File: src/rtl/multicycle_alu.sv
// Multi-cycle integer ALU: single-cycle add/sub/shift/compare plus
// iterative unsigned multiply (shift-add) and divide (restoring).
//
// state | meaning
// ------+-----------------------------------------------------------
// IDLE  | waiting for a request, in_ready high
// BUSY  | MULTU/DIVU iterating, one step per edge, WIDTH steps total
// DONE  | result held on outputs until out_ready is sampled high
module multicycle_alu #(
    parameter int WIDTH = 32,
    parameter int SHW   = $clog2(WIDTH)
) (
    input  logic             clk,
    input  logic             rst,
    input  logic             in_valid,
    output logic             in_ready,
    input  logic [5:0]       funct,
    input  logic [WIDTH-1:0] data1,
    input  logic [WIDTH-1:0] data2,
    input  logic [SHW-1:0]   shamt,
    output logic             out_valid,
    input  logic             out_ready,
    output logic [WIDTH-1:0] result_lo,
    output logic [WIDTH-1:0] result_hi,
    output logic             zero
);

    localparam logic [5:0] OP_ADDU  = 6'b001001;
    localparam logic [5:0] OP_SUBU  = 6'b001010;
    localparam logic [5:0] OP_SLL   = 6'b100001;
    localparam logic [5:0] OP_SLLV  = 6'b110101;
    localparam logic [5:0] OP_SLTI  = 6'b101010;
    localparam logic [5:0] OP_MULTU = 6'b011001;
    localparam logic [5:0] OP_DIVU  = 6'b011011;

    typedef enum logic [1:0] {S_IDLE, S_BUSY, S_DONE} state_t;

    state_t           state_q, state_d;
    logic [SHW-1:0]   cnt_q, cnt_d;
    logic             is_div_q, is_div_d;
    logic [WIDTH-1:0] opa_q, opa_d;      // multiplicand or divisor
    logic [WIDTH-1:0] hi_q, hi_d;        // partial product high / partial remainder
    logic [WIDTH-1:0] lo_q, lo_d;        // multiplier bits / dividend-quotient shift
    logic [WIDTH-1:0] res_lo_q, res_lo_d;
    logic [WIDTH-1:0] res_hi_q, res_hi_d;

    logic [WIDTH-1:0] alu_lo;
    logic [WIDTH:0]   mul_sum;
    logic [WIDTH-1:0] mul_hi, mul_lo;
    logic [WIDTH:0]   div_rsh;
    logic [WIDTH-1:0] div_rsub;
    logic             div_qbit;
    logic [WIDTH-1:0] div_hi, div_lo;

    // Single-cycle results, computed straight from the request at acceptance
    always_comb begin
        alu_lo = '0;
        case (funct)
            OP_ADDU: alu_lo = data1 + data2;
            OP_SUBU: alu_lo = data1 - data2;
            OP_SLL:  alu_lo = data1 << shamt;
            OP_SLLV: alu_lo = data1 << data2[SHW-1:0];
            OP_SLTI: alu_lo = WIDTH'(data1 < data2);
            default: alu_lo = '0;
        endcase
    end

    // One shift-add step: add multiplicand when multiplier LSB is set, then shift right
    assign mul_sum = {1'b0, hi_q} + (lo_q[0] ? {1'b0, opa_q} : '0);
    assign mul_hi  = mul_sum[WIDTH:1];
    assign mul_lo  = {mul_sum[0], lo_q[WIDTH-1:1]};

    // One restoring-divide step; a zero divisor naturally yields all-ones
    // quotient and the dividend as remainder
    assign div_rsh  = {hi_q, lo_q[WIDTH-1]};
    assign div_qbit = (div_rsh >= {1'b0, opa_q});
    assign div_rsub = div_rsh[WIDTH-1:0] - opa_q;
    assign div_hi   = div_qbit ? div_rsub : div_rsh[WIDTH-1:0];
    assign div_lo   = {lo_q[WIDTH-2:0], div_qbit};

    // Next-state, datapath and result-register update
    always_comb begin
        state_d  = state_q;
        cnt_d    = cnt_q;
        is_div_d = is_div_q;
        opa_d    = opa_q;
        hi_d     = hi_q;
        lo_d     = lo_q;
        res_lo_d = res_lo_q;
        res_hi_d = res_hi_q;
        case (state_q)
            S_IDLE: begin
                if (in_valid) begin
                    if (funct == OP_MULTU) begin
                        state_d  = S_BUSY;
                        cnt_d    = SHW'(WIDTH - 1);
                        is_div_d = 1'b0;
                        opa_d    = data1;
                        hi_d     = '0;
                        lo_d     = data2;
                    end else if (funct == OP_DIVU) begin
                        state_d  = S_BUSY;
                        cnt_d    = SHW'(WIDTH - 1);
                        is_div_d = 1'b1;
                        opa_d    = data2;
                        hi_d     = '0;
                        lo_d     = data1;
                    end else begin
                        state_d  = S_DONE;
                        res_lo_d = alu_lo;
                        res_hi_d = '0;
                    end
                end
            end
            S_BUSY: begin
                hi_d  = is_div_q ? div_hi : mul_hi;
                lo_d  = is_div_q ? div_lo : mul_lo;
                cnt_d = cnt_q - SHW'(1);
                if (cnt_q == '0) begin
                    state_d  = S_DONE;
                    cnt_d    = '0;
                    res_lo_d = lo_d;
                    res_hi_d = hi_d;
                end
            end
            S_DONE: begin
                if (out_ready) state_d = S_IDLE;
            end
            default: state_d = S_IDLE;
        endcase
    end

    // State and datapath registers, cleared asynchronously
    always_ff @(posedge clk or posedge rst) begin
        if (rst) begin
            state_q  <= S_IDLE;
            cnt_q    <= '0;
            is_div_q <= 1'b0;
            opa_q    <= '0;
            hi_q     <= '0;
            lo_q     <= '0;
            res_lo_q <= '0;
            res_hi_q <= '0;
        end else begin
            state_q  <= state_d;
            cnt_q    <= cnt_d;
            is_div_q <= is_div_d;
            opa_q    <= opa_d;
            hi_q     <= hi_d;
            lo_q     <= lo_d;
            res_lo_q <= res_lo_d;
            res_hi_q <= res_hi_d;
        end
    end

    assign in_ready  = (state_q == S_IDLE);
    assign out_valid = (state_q == S_DONE);
    assign result_lo = res_lo_q;
    assign result_hi = res_hi_q;
    assign zero      = out_valid && (res_lo_q == '0);

endmodule
File: config.mk
export PLATFORM = sky130hd
export DESIGN_NAME = multicycle_alu
export DESIGN_NICKNAME = d
export VERILOG_FILES = /design/src/rtl/multicycle_alu.sv
export SDC_FILE = /design/constraint.sdc
export NUM_CORES = 1
export LEC_CHECK = 0
export BUFFER_PORTS_ARGS = -buffer_cell sky130_fd_sc_hd__buf_2
export CAP_MARGIN = 30
export CORE_UTILIZATION = 35
export DETAILED_ROUTE_END_ITERATION = 10
export GPL_ROUTABILITY_DRIVEN = 0
export SETUP_SLACK_MARGIN = 0.3
export SLEW_MARGIN = 30
export SYNTH_ARGS = -nofsm -noshare
export SYNTH_HDL_FRONTEND = slang
export SYNTH_SLANG_ARGS = --single-unit
File: constraint.sdc
create_clock -name clk -period 5.7 [get_ports clk]
set_clock_uncertainty 0.1 [all_clocks]
set_input_delay 0.285 -clock clk [delete_from_list [all_inputs] [get_ports clk]]
set_output_delay 0.285 -clock clk [all_outputs]
set_load 0.05 [all_outputs]
* Word-level counts from Yosys, hierarchy flattened
Index checks and enable logic that the tools add are counted.
** Storage, ports and cells
- Register bits after elaboration :: 168
- Bits of input ports :: 79
** Operators by class
- $add $sub $neg :: 5
- Magnitude comparators :: 2
- Equal/unequal tests :: 15
- Shift operators :: 2
- Muxes and demuxes :: 38
- Reduce and logical (&&, ||, !) cells :: 10
** Operators by type and width (count)
- $mux 32 :: 20
- $pmux 32 s2 :: 4
- $pmux 32 s5 :: 1
- $shl 32x5->32 :: 2
- $sub 32x32->32 :: 2
- $add 32x32->33 :: 1
- $ge 33x32->1 :: 1
- $add 32x32->32 :: 1
- $logic_not 32->1 :: 1
- $lt 32x32->1 :: 1
- $mux 5 :: 4
- $eq 6x6->1 const B :: 3
- $eq 6x4->1 const B :: 2
- $eq 6x5->1 const B :: 2
- $mux 2 :: 5
- $pmux 5 s2 :: 1
- $reduce_and 3->1 :: 3
- $ne 2x2->1 const B :: 4
- $pmux 2 s3 :: 1
- $logic_not 5->1 :: 1
- $reduce_and 5->1 :: 1
- $sub 5x1->5 const B :: 1
- $reduce_bool 2->1 :: 2
- $ne 3x1->1 const B :: 1
- 6 further kinds :: 7

* Depth between registers and ports, before layout
Gate-level depths: netlist of the first run.
- Word-level depth :: 6
- Depth in mapped cells :: 15

* Least setup slack after synthesis of the first run
No wires, ideal clock.
- Kind :: reg-to-reg
- From :: register lo_q[0]
- To :: register res_hi_q[25] (netlist: result_hi[25])
- Arrival time :: 3.089 ns
- Data required time :: 5.517 ns
- Slack :: 2.428 ns
- Cell stages (with the launch flop) :: 16
- Path buffers :: 1
- Clock period less this slack :: 3.272 ns
- Path through :: dfrtp_1 clkbuf_1 and2_1 ha_1 inv_1 fa_1 nand2b_1 a21oi_1 a211oi_1 o21ai_1 a21oi_1 o21ai_1 a211oi_1 xor2_1 a211o_1 o21ai_0
** On the way
- Longest elaborated chain between the ends :: 5
** RTL lines
- start, declared :: line 43 : logic [WIDTH-1:0] lo_q, lo_d;
- start signal, assigned :: line 150 : lo_q <= lo_d;
- $mux 32 :: line 69 : assign mul_sum = {1'b0, hi_q} + (lo_q[0] ? {1'b0, opa_q} : '0);
- $add 32x32->33 :: line 69
- $mux 32 :: line 116 : hi_d = is_div_q ? div_hi : mul_hi;
- $mux 32 :: line 119 : if (cnt_q == '0) begin
- $pmux 32 s2 :: line 91 : case (state_q)
- end signal, assigned :: line 152 : res_hi_q <= res_hi_d;
- end, declared :: line 45 : logic [WIDTH-1:0] res_hi_q, res_hi_d;
Every way passes these cells. The select of a mux whose other input is x is not followed.
A chain may end at the register's enable or synchronous reset.

* Worst setup path in the final report of the first run
Ends and elaborated chain as after synthesis.

==> flow_results.org, run 1 <==
** Worst setup path
- Category of the worst setup path launch point :: register
- Critical Path Sink Type :: register
- Endpoint required time on the critical path :: 6010 ps
- In this run the worst path has a maximum fanout of 34.
- Reg2Reg Setup Slack :: 1510 ps
- The worst setup path is of the reg2reg kind.
- Critical path arrival :: 4500 ps

** Drt
- The final layout contains routed wiring with a total length of 66700 um.
- Remaining DRCs :: 0
- The routed layout has 18125 vias.
- Dividing the detail-routed wire length by the instance count gives 22.3 um.
- Avg Vias per Cell :: 6.07
- Detailed Routing Iterations Pass 1 :: 8
- The detailed router finished its first iteration with around 2100 violations.
- Antenna violation net count after detailed routing :: 0

** Logic synthesis
- Number of instances in the synthesized netlist :: about 2200
- Fraction of registers with async set or reset after synthesis :: 100%
- After synthesis the netlist holds a flip-flop and latch count of 168.
- In this run the mean area of a mapped cell was 7.77 um2.
- In this run, distinct cell masters in the synthesized netlist total 93.
- The number of nets handed over by synthesis was 2459.
- Among all flip-flop cells after synthesis, the most frequent one is sky130_fd_sc_hd__dfrtp_1.
- Counting flops with a built-in enable in the synthesized netlist gives 0.
- After synthesis, flip-flops and latches occupy 24.1% of the total area.
- Yosys printed 0 warnings.
- Cell area after technology mapping :: 17500 um2

** Power and ir drop
- Power density normalized to cell area :: 395 nW/um2
- Flop pwr share :: around 25%
- Comb pwr share :: 57.8%
- Net switching is 48.8% of the power.
- Peak VDD IR :: 0.000238 V
- In this run the power spent charging and discharging nets is 3760 uW.
- Power Internal :: 3940 uW
- Overall power consumption :: 7710 uW
- Summed over all cells, the static leakage comes to just under 0.009 uW.
- Clock Power Share :: 17.1%

** STA
- Of the available clock period, the critical path in the final layout requires around three quarters.
- Setup violations remaining at the end of the flow were counted as 0.
- Max Slew Vio Count :: 0
- Remaining max-slew budget at the tightest pin :: a little over a third
- Final hold analysis gives a worst-case slack of approximately 100 ps.
- Transition time at the pin with the least slew margin :: 958 ps
- Highest clock rate :: 239 MHz
- Sum of negative setup slack :: 0 ps
- Setup repair after global routing left no endpoint under its margin.
- The smallest clock period supported by the final layout is computed as 4190 ps.
- The number of hold violations in the final report is 0.

** Placed design
- Once placement finished, the instance area stood at between 15000 and 20000 um2.
- HPWL reported at the end of detailed placement :: 51100 um
- Counting tap cells, the placed design contains a total of 2949 instances.
- Port buffer count :: 145

** Global routing
- The number of antenna violations at the first check in global routing was 1.
- Congestion Overflow GR :: 0
- Via count of the first global-routing pass :: ~17000
- Global router's overall resource usage :: a little over a quarter
- Wire length of the first global-routing pass :: 101000 um
- Largest net degree at the start of global routing :: a little under 90

** Clock network
- The H-tree was split into 4 levels.
- The clock reaches the later pin of the worst-skew pair after 480 ps.
- The clock passes through at most 2 buffers.
- Number of hold-repair buffers added at the cts stage :: 3
- Number of buffers inserted to repair setup after CTS :: 0
- TritonCTS sink count :: 168
- Number of clock buffers inserted by TritonCTS :: 17
- Count of instances resized after the clock tree is built :: 0
- Clock transition time at the flip-flop clock pins of the worst setup and hold paths :: 80 ps
- TritonCTS built the clock tree.
- In this run the clock root is driven by a sky130_fd_sc_hd__clkbuf_16.

** Cells and area
- Of the cells placed in the final design, the portion with a size suffix greater than 1 is about an eighth.
- Once layout is done, the placed cells without fillers occupy 19500 um2.
- Growth of design area from synthesis to finish :: 11.7%
- Leaving out filler cells and counting taps, the final layout contains 2986.
- The final layout contains ~2500 nets.

** Min path
- The worst hold path belongs to the class in2reg.

** Floorplan
- The floorplan step set the die height to about 230 um.
- Core region area :: 49100 um2
- DIE AREA :: slightly above 50000 um2
- Overall die width :: approximately 230 um
- During I/O placement, the number of pins put on the boundary was 146.
- Starting density of the core :: around 36%
- Standard-cell rows :: 81

** Outcome
- The flow ran to the end, and the final reports show no timing, DRC or antenna violations.

** Flow run
- # Max-Cap Violations :: 0
area by class of cell:
cell class              count  area, um2
repair buffers            173       1010
clock buffers              17        425
fillers                  5098      29500
clock inverters            15        225
well taps                 664        831
flip-flops and latches    168       4210
inverters                 125        474
diodes                      1       2.50
multi-input cells        1823      12300
synthesized netlist by cell type (31+ instances only):
| master | n | area (um2) |
|---|---|---|
| sky130_fd_sc_hd__a31oi_1 | 31 | 194 |
| sky130_fd_sc_hd__clkbuf_1 | 96 | 360 |
| sky130_fd_sc_hd__o21ai_0 | 156 | 781 |
| sky130_fd_sc_hd__o22ai_1 | 44 | 275 |
| sky130_fd_sc_hd__xnor2_1 | 34 | 298 |
| sky130_fd_sc_hd__nand3_1 | 43 | 215 |
| sky130_fd_sc_hd__a211oi_1 | 33 | 248 |
| sky130_fd_sc_hd__and2_1 | 44 | 275 |
| sky130_fd_sc_hd__ha_1 | 129 | 1610 |
| sky130_fd_sc_hd__mux2_2 | 37 | 417 |
| sky130_fd_sc_hd__a21o_1 | 49 | 368 |
| sky130_fd_sc_hd__inv_1 | 124 | 465 |
| sky130_fd_sc_hd__mux2i_1 | 96 | 961 |
| sky130_fd_sc_hd__dfrtp_1 | 168 | 4200 |
| sky130_fd_sc_hd__nand2_1 | 216 | 811 |
| sky130_fd_sc_hd__a21oi_1 | 262 | 1310 |
| sky130_fd_sc_hd__nor2_1 | 236 | 886 |
flip-flops by register name, indices dropped and copies added, names as in the netlist:
name,count
hi_q,32
lo_q,32
opa_q,32
result_hi,32
result_lo,32
cnt_q,5
state_q,2
is_div_q,1
worst paths after layout:
| path | startpoint | end | cells after the start |
|---|---|---|---|
| worst max-delay path | lo_q[0] | result_hi[25] | 14 |
| worst min-delay path | data2[31] | lo_q[31] | 3 |
| worst max register to register | lo_q[0] | result_hi[25] | 14 |
| worst min register to register | result_hi[10] | result_hi[10] | 2 |
| max in group asynchronous | rst | lo_q[10] | 4 |
| min in group asynchronous | rst | hi_q[28] | 3 |
critical path, cell delays in order (launching register included):
cell,delay (ps)
sky130_fd_sc_hd__dfrtp_1,710
sky130_fd_sc_hd__and2_1,340
sky130_fd_sc_hd__ha_1,210
sky130_fd_sc_hd__inv_1,80
sky130_fd_sc_hd__fa_1,200
sky130_fd_sc_hd__nand2b_1,140
sky130_fd_sc_hd__a21oi_1,70
sky130_fd_sc_hd__a211oi_1,460
sky130_fd_sc_hd__o21ai_1,290
sky130_fd_sc_hd__a21oi_1,500
sky130_fd_sc_hd__o21ai_1,190
sky130_fd_sc_hd__a211oi_1,270
sky130_fd_sc_hd__xor2_1,100
sky130_fd_sc_hd__a211o_1,310
sky130_fd_sc_hd__o21ai_0,150
per-layer routing:
| metal | up-vias | GRT usage, % | part of all wire (%) |
|---|---|---|---|
| met2 | 990 | 40.2 | 44 |
| met1 | 8584 | 35.2 | 42 |
| li1 | 8369 | - | - |
| met5 | - | 0 | 0 |
| met4 | 0 | 11.8 | 4.6 |
| met3 | 182 | 4.62 | 9.3 |
power by group through the flow:
| stage | Clock (uW) | Sequential, uW | Combinational [uW] |
|---|---|---|---|
| final | 1320 | 1930 | 4450 |
| after global placement | 0 | 1930 | 4270 |
| after floorplan | 0 | 1900 | 3210 |
| after global routing | 1380 | 1970 | 4880 |
| after detailed placement | 0 | 1940 | 4340 |
| after CTS | 1340 | 1920 | 4370 |
cell usage in the layout (no fill, tap or decap), types with 19 or more instances in the layout:
master                     count
sky130_fd_sc_hd__nand3_1      43
sky130_fd_sc_hd__ha_1        129
sky130_fd_sc_hd__buf_2       145
sky130_fd_sc_hd__o21bai_1     24
sky130_fd_sc_hd__o22ai_1      44
sky130_fd_sc_hd__inv_1       123
sky130_fd_sc_hd__o31ai_1      19
sky130_fd_sc_hd__xor2_1       29
sky130_fd_sc_hd__buf_4        21
sky130_fd_sc_hd__xnor2_1      34
sky130_fd_sc_hd__a21oi_1     260
sky130_fd_sc_hd__a21o_1       47
sky130_fd_sc_hd__mux2i_1      94
sky130_fd_sc_hd__o21ai_0     156
sky130_fd_sc_hd__dfrtp_1     167
sky130_fd_sc_hd__o211ai_1     19
sky130_fd_sc_hd__nand2_1     216
sky130_fd_sc_hd__a211oi_1     33
sky130_fd_sc_hd__nor3_1       27
sky130_fd_sc_hd__mux2_2       37
sky130_fd_sc_hd__nor2_1      234
sky130_fd_sc_hd__a31oi_1      31
sky130_fd_sc_hd__and2_1       44
per-stage QoR:
| step | setup slack [ps] | utilization [%] |
|---|---|---|
| 2_1_floorplan | 768 | - |
| 6_report | 1510 | 39.8 |
| 4_1_cts | 1470 | 39.7 |
| 5_1_grt | 1100 | 39.8 |
| 3_3_place_gp | 1510 | 38.2 |
| 3_5_place_dp | 1480 | 38.3 |
cells by family after synthesis:
kind of cell    after synthesis  synth area share (%)
simple gates                686                  18.1
compound gates              788                  28.7
fa+ha+maj                   133                  9.70
xor+xnor                     63                  3.16
buf+inv                     256                  5.76
flops                       168                  24.1
mux                         153                  10.5
(Power assumes the default switching activity.)
==> inputs of run 2 (changes only) <==
Clock period 5.7 ns to 4.2 ns, I/O delays scaled along.
==> flow_results.org, run 2 (same netlist as run 1, synthesis figures left out) <==
** Worst setup path
- Worst path depth :: 12
- In this design, the largest share of critical-path delay is due to compound AO/OA/AOI/OAI gates.
- The worst setup path is launched from a register.
- Reg2Reg Launch Point :: hi_q[9]
- The signal on the critical path passes through ha_1 -> and4_1 -> nand2_1 -> a21o_1 -> a41oi_2 -> a41oi_2 -> o21ai_4 -> buf_12 -> mux2i_1 -> nor2_1 -> o21ai_0 -> o21ai_0.
- Following the worst setup path forward leads to its endpoint at result_hi[4].
- For the worst setup path, the data arrival time is 3940 ps.
- Worst-case reg-to-reg path depth :: 12
- STA puts the critical path data required time at between 4000 and 5000 ps.
- Cell with the largest stage delay on the worst path :: sky130_fd_sc_hd__dfrtp_1
- FF-to-FF End :: result_hi[4]
- Critical Path Sink Type :: register
- The number of buffers and inverters on the critical path is 1.
- Worst setup startpoint :: hi_q[9]
- Crit Path Max Fanout :: 41
- Reg2Reg Setup Slack :: 440 ps
- For this run, the slowest stage of the critical path takes 420 ps.
- The critical path in this run is classified as reg2reg.

** Floorplan
- Measured along the y axis, the die boundary spans ~230 um.
- Measured along the x axis, the die boundary spans 225 um.
- The floorplan has 81 rows.
- Ports :: 146
- The total area inside the core boundary comes to 49100 um2.
- The die covers 50800 um2.
- Once the floorplan was initialized, standard cells occupied 35.6% of the core.

** Power and ir drop
- VDD sags by at most 0.000341 V.
- Static leakage power :: approximately 0.009 uW
- For this design the ratio of total power to cell area is 528 nW/um2.

** Drt
- Dividing the detail-routed via count by the number of cells gives 6.02.
- Highest metal layer used by the detailed router :: met5
- Via count of the routed design :: 18096
- Routed Wire Length :: roughly 67000 um
- Antenna violation net count after detailed routing :: 0
- Drt wl/cell :: 22.2 um
- The first routing iteration left 2043 violations.
- Remaining DRCs :: 0
- Detailed routing placed a total of 29000 um of wire on met2.
- The detailed router put a total of 28900 um of wire on met1.
- Detailed route wirelength on metal3 :: 6500 um
- The first detailed-routing pass ran for 6 iterations.

** STA
- The worst path meets setup with 442 ps of slack.
- Sum of negative setup slack :: 0 ps
- Max Slew Vio Count :: 0
- Transition time at the pin with the least slew margin :: between 900 and 1000 ps
- Hold Vio Cnt, Final :: 0
- The tightest hold path in the finished design has a slack of 33.2 ps.
- Period Utilization, post-route :: between 80 and 90%
- Unrepaired setup endpoints after global routing :: true
- Remaining max-slew budget at the tightest pin :: a little under two fifths
- Highest clock rate :: roughly 270 MHz
- Minimum clock period :: roughly 3800 ps
- Setup violations remaining at the end of the flow were counted as 0.

** Placed design
- HPWL reported at the end of detailed placement :: about 52000 um
- During placement, the flow inserted port buffers numbering 145.
- At the placement stage, the worst setup path has a slack of ~480 ps.
- Placed instance count :: 2967

** Global routing
- Largest net degree at the start of global routing :: 169
- Global router's overall resource usage :: 25.7%
- The first global-routing pass estimated ~100000 um of wire.
- The via count of the first global-routing pass came to ~17000.
- For this run the aggregate overflow at the end of global routing stands at 0.
- The number of antenna violations at the first check in global routing was 3.

** Clock network
- TritonCTS sink count :: 168
- Clk buf depth :: 2
- H-tree Lvls :: 4
- Number of clock buffers inserted by TritonCTS :: 17
- Insertion delay of the later-clocked pin in the worst-skew pair :: 440 ps
- In this run the clock root is driven by a sky130_fd_sc_hd__clkbuf_16.
- Clock transition time at the flip-flop clock pins of the worst setup and hold paths :: around 70 ps
- TritonCTS built the clock tree.

** Flow run
- # Max-Cap Violations :: 0

** Cells and area
- Ant diodes :: 0
- Leaving out filler cells and counting taps, the final layout contains 3004.
- Relative to the synthesized area, the layout overhead comes to 12.3%.
- The library cell used most frequently in the layout, excluding fill and tap cells, is sky130_fd_sc_hd__a21oi_1.
- At the end of the flow, the number of nets in the layout was 2540.
- In the layout the commonest cells are 260 x sky130_fd_sc_hd__a21oi_1, 236 x sky130_fd_sc_hd__nor2_1, 216 x sky130_fd_sc_hd__nand2_1.
- Layout cells sized above 1 :: 13.6%
- Final core utilization :: 40.0%

** Outcome
- Result of the run :: complete, no violations

** Min path
- Path type of the worst min-delay path :: in2reg
==> run 2: report_power, final <==
| part | total, uW | internal [uW] | switching [uW] | leakage [uW] |
|---|---|---|---|---|
| combinational | 6160 | 2410 | 3750 | 0.00657 |
| sequential | 2630 | 2050 | 574 | 0.00216 |
| clock | 1570 | 876 | 698 | 0.000267 |
==> run 2: final cells by class <==
type / instances / area, um2
repair buffers: 193 / 1210
clock inverters: 11 / 124
clock buffers: 20 / 437
well taps: 664 / 831
fillers: 5118 / 29400
multi-input cells: 1823 / 12300
flip-flops and latches: 168 / 4210
inverters: 125 / 473
==> run 2: worst min-delay path by stage <==
| stage | start | end | slack (ps) | cells past startpoint |
|---|---|---|---|---|
| after floorplan | out_ready | state_q[1] | 220 | 1 |
| after global placement | result_hi[9] | result_hi[9] | 360 | 2 |
| after detailed placement | result_hi[17] | result_hi[17] | 370 | 2 |
| after CTS | rst | result_hi[15] | 10 | 3 |
| after global routing | funct[1] | is_div_q | 60 | 3 |
| final | funct[1] | is_div_q | 30 | 3 |
==> run 2: per-layer routing <==
layer	vias to the layer above	GRT usage [%]
met1	8571	35.9
li1	8378	-
met4	6	8.78
met5	-	0
met3	130	4.56
met2	1011	39.8
==> run 2: through the flow <==
| step | area (um2) | total power [uW] |
|---|---|---|
| finish | 19600 | 10400 |
| global route | 19600 | 11000 |
| floorplan | 17500 | 6940 |
| global placement | 19000 | 8480 |
| detailed placement | 19000 | 8580 |
| CTS | 19500 | 10200 |
==> run 2: tightest hold or removal path, cell delays in order <==
cell                      delay (ps)
sky130_fd_sc_hd__buf_2           170
sky130_fd_sc_hd__nand2_1          70
sky130_fd_sc_hd__o21ai_0          70
==> run 2: repair_timing <==
| item | CTS | global route |
|---|---|---|
| gates resized for setup | 0 | 1 |
| hold buffers | 1 | 1 |
| setup buffers | 0 | 3 |
| endpoints found under the setup margin | 0 | 4 |
| endpoints found under the hold margin | 1 | 80 |
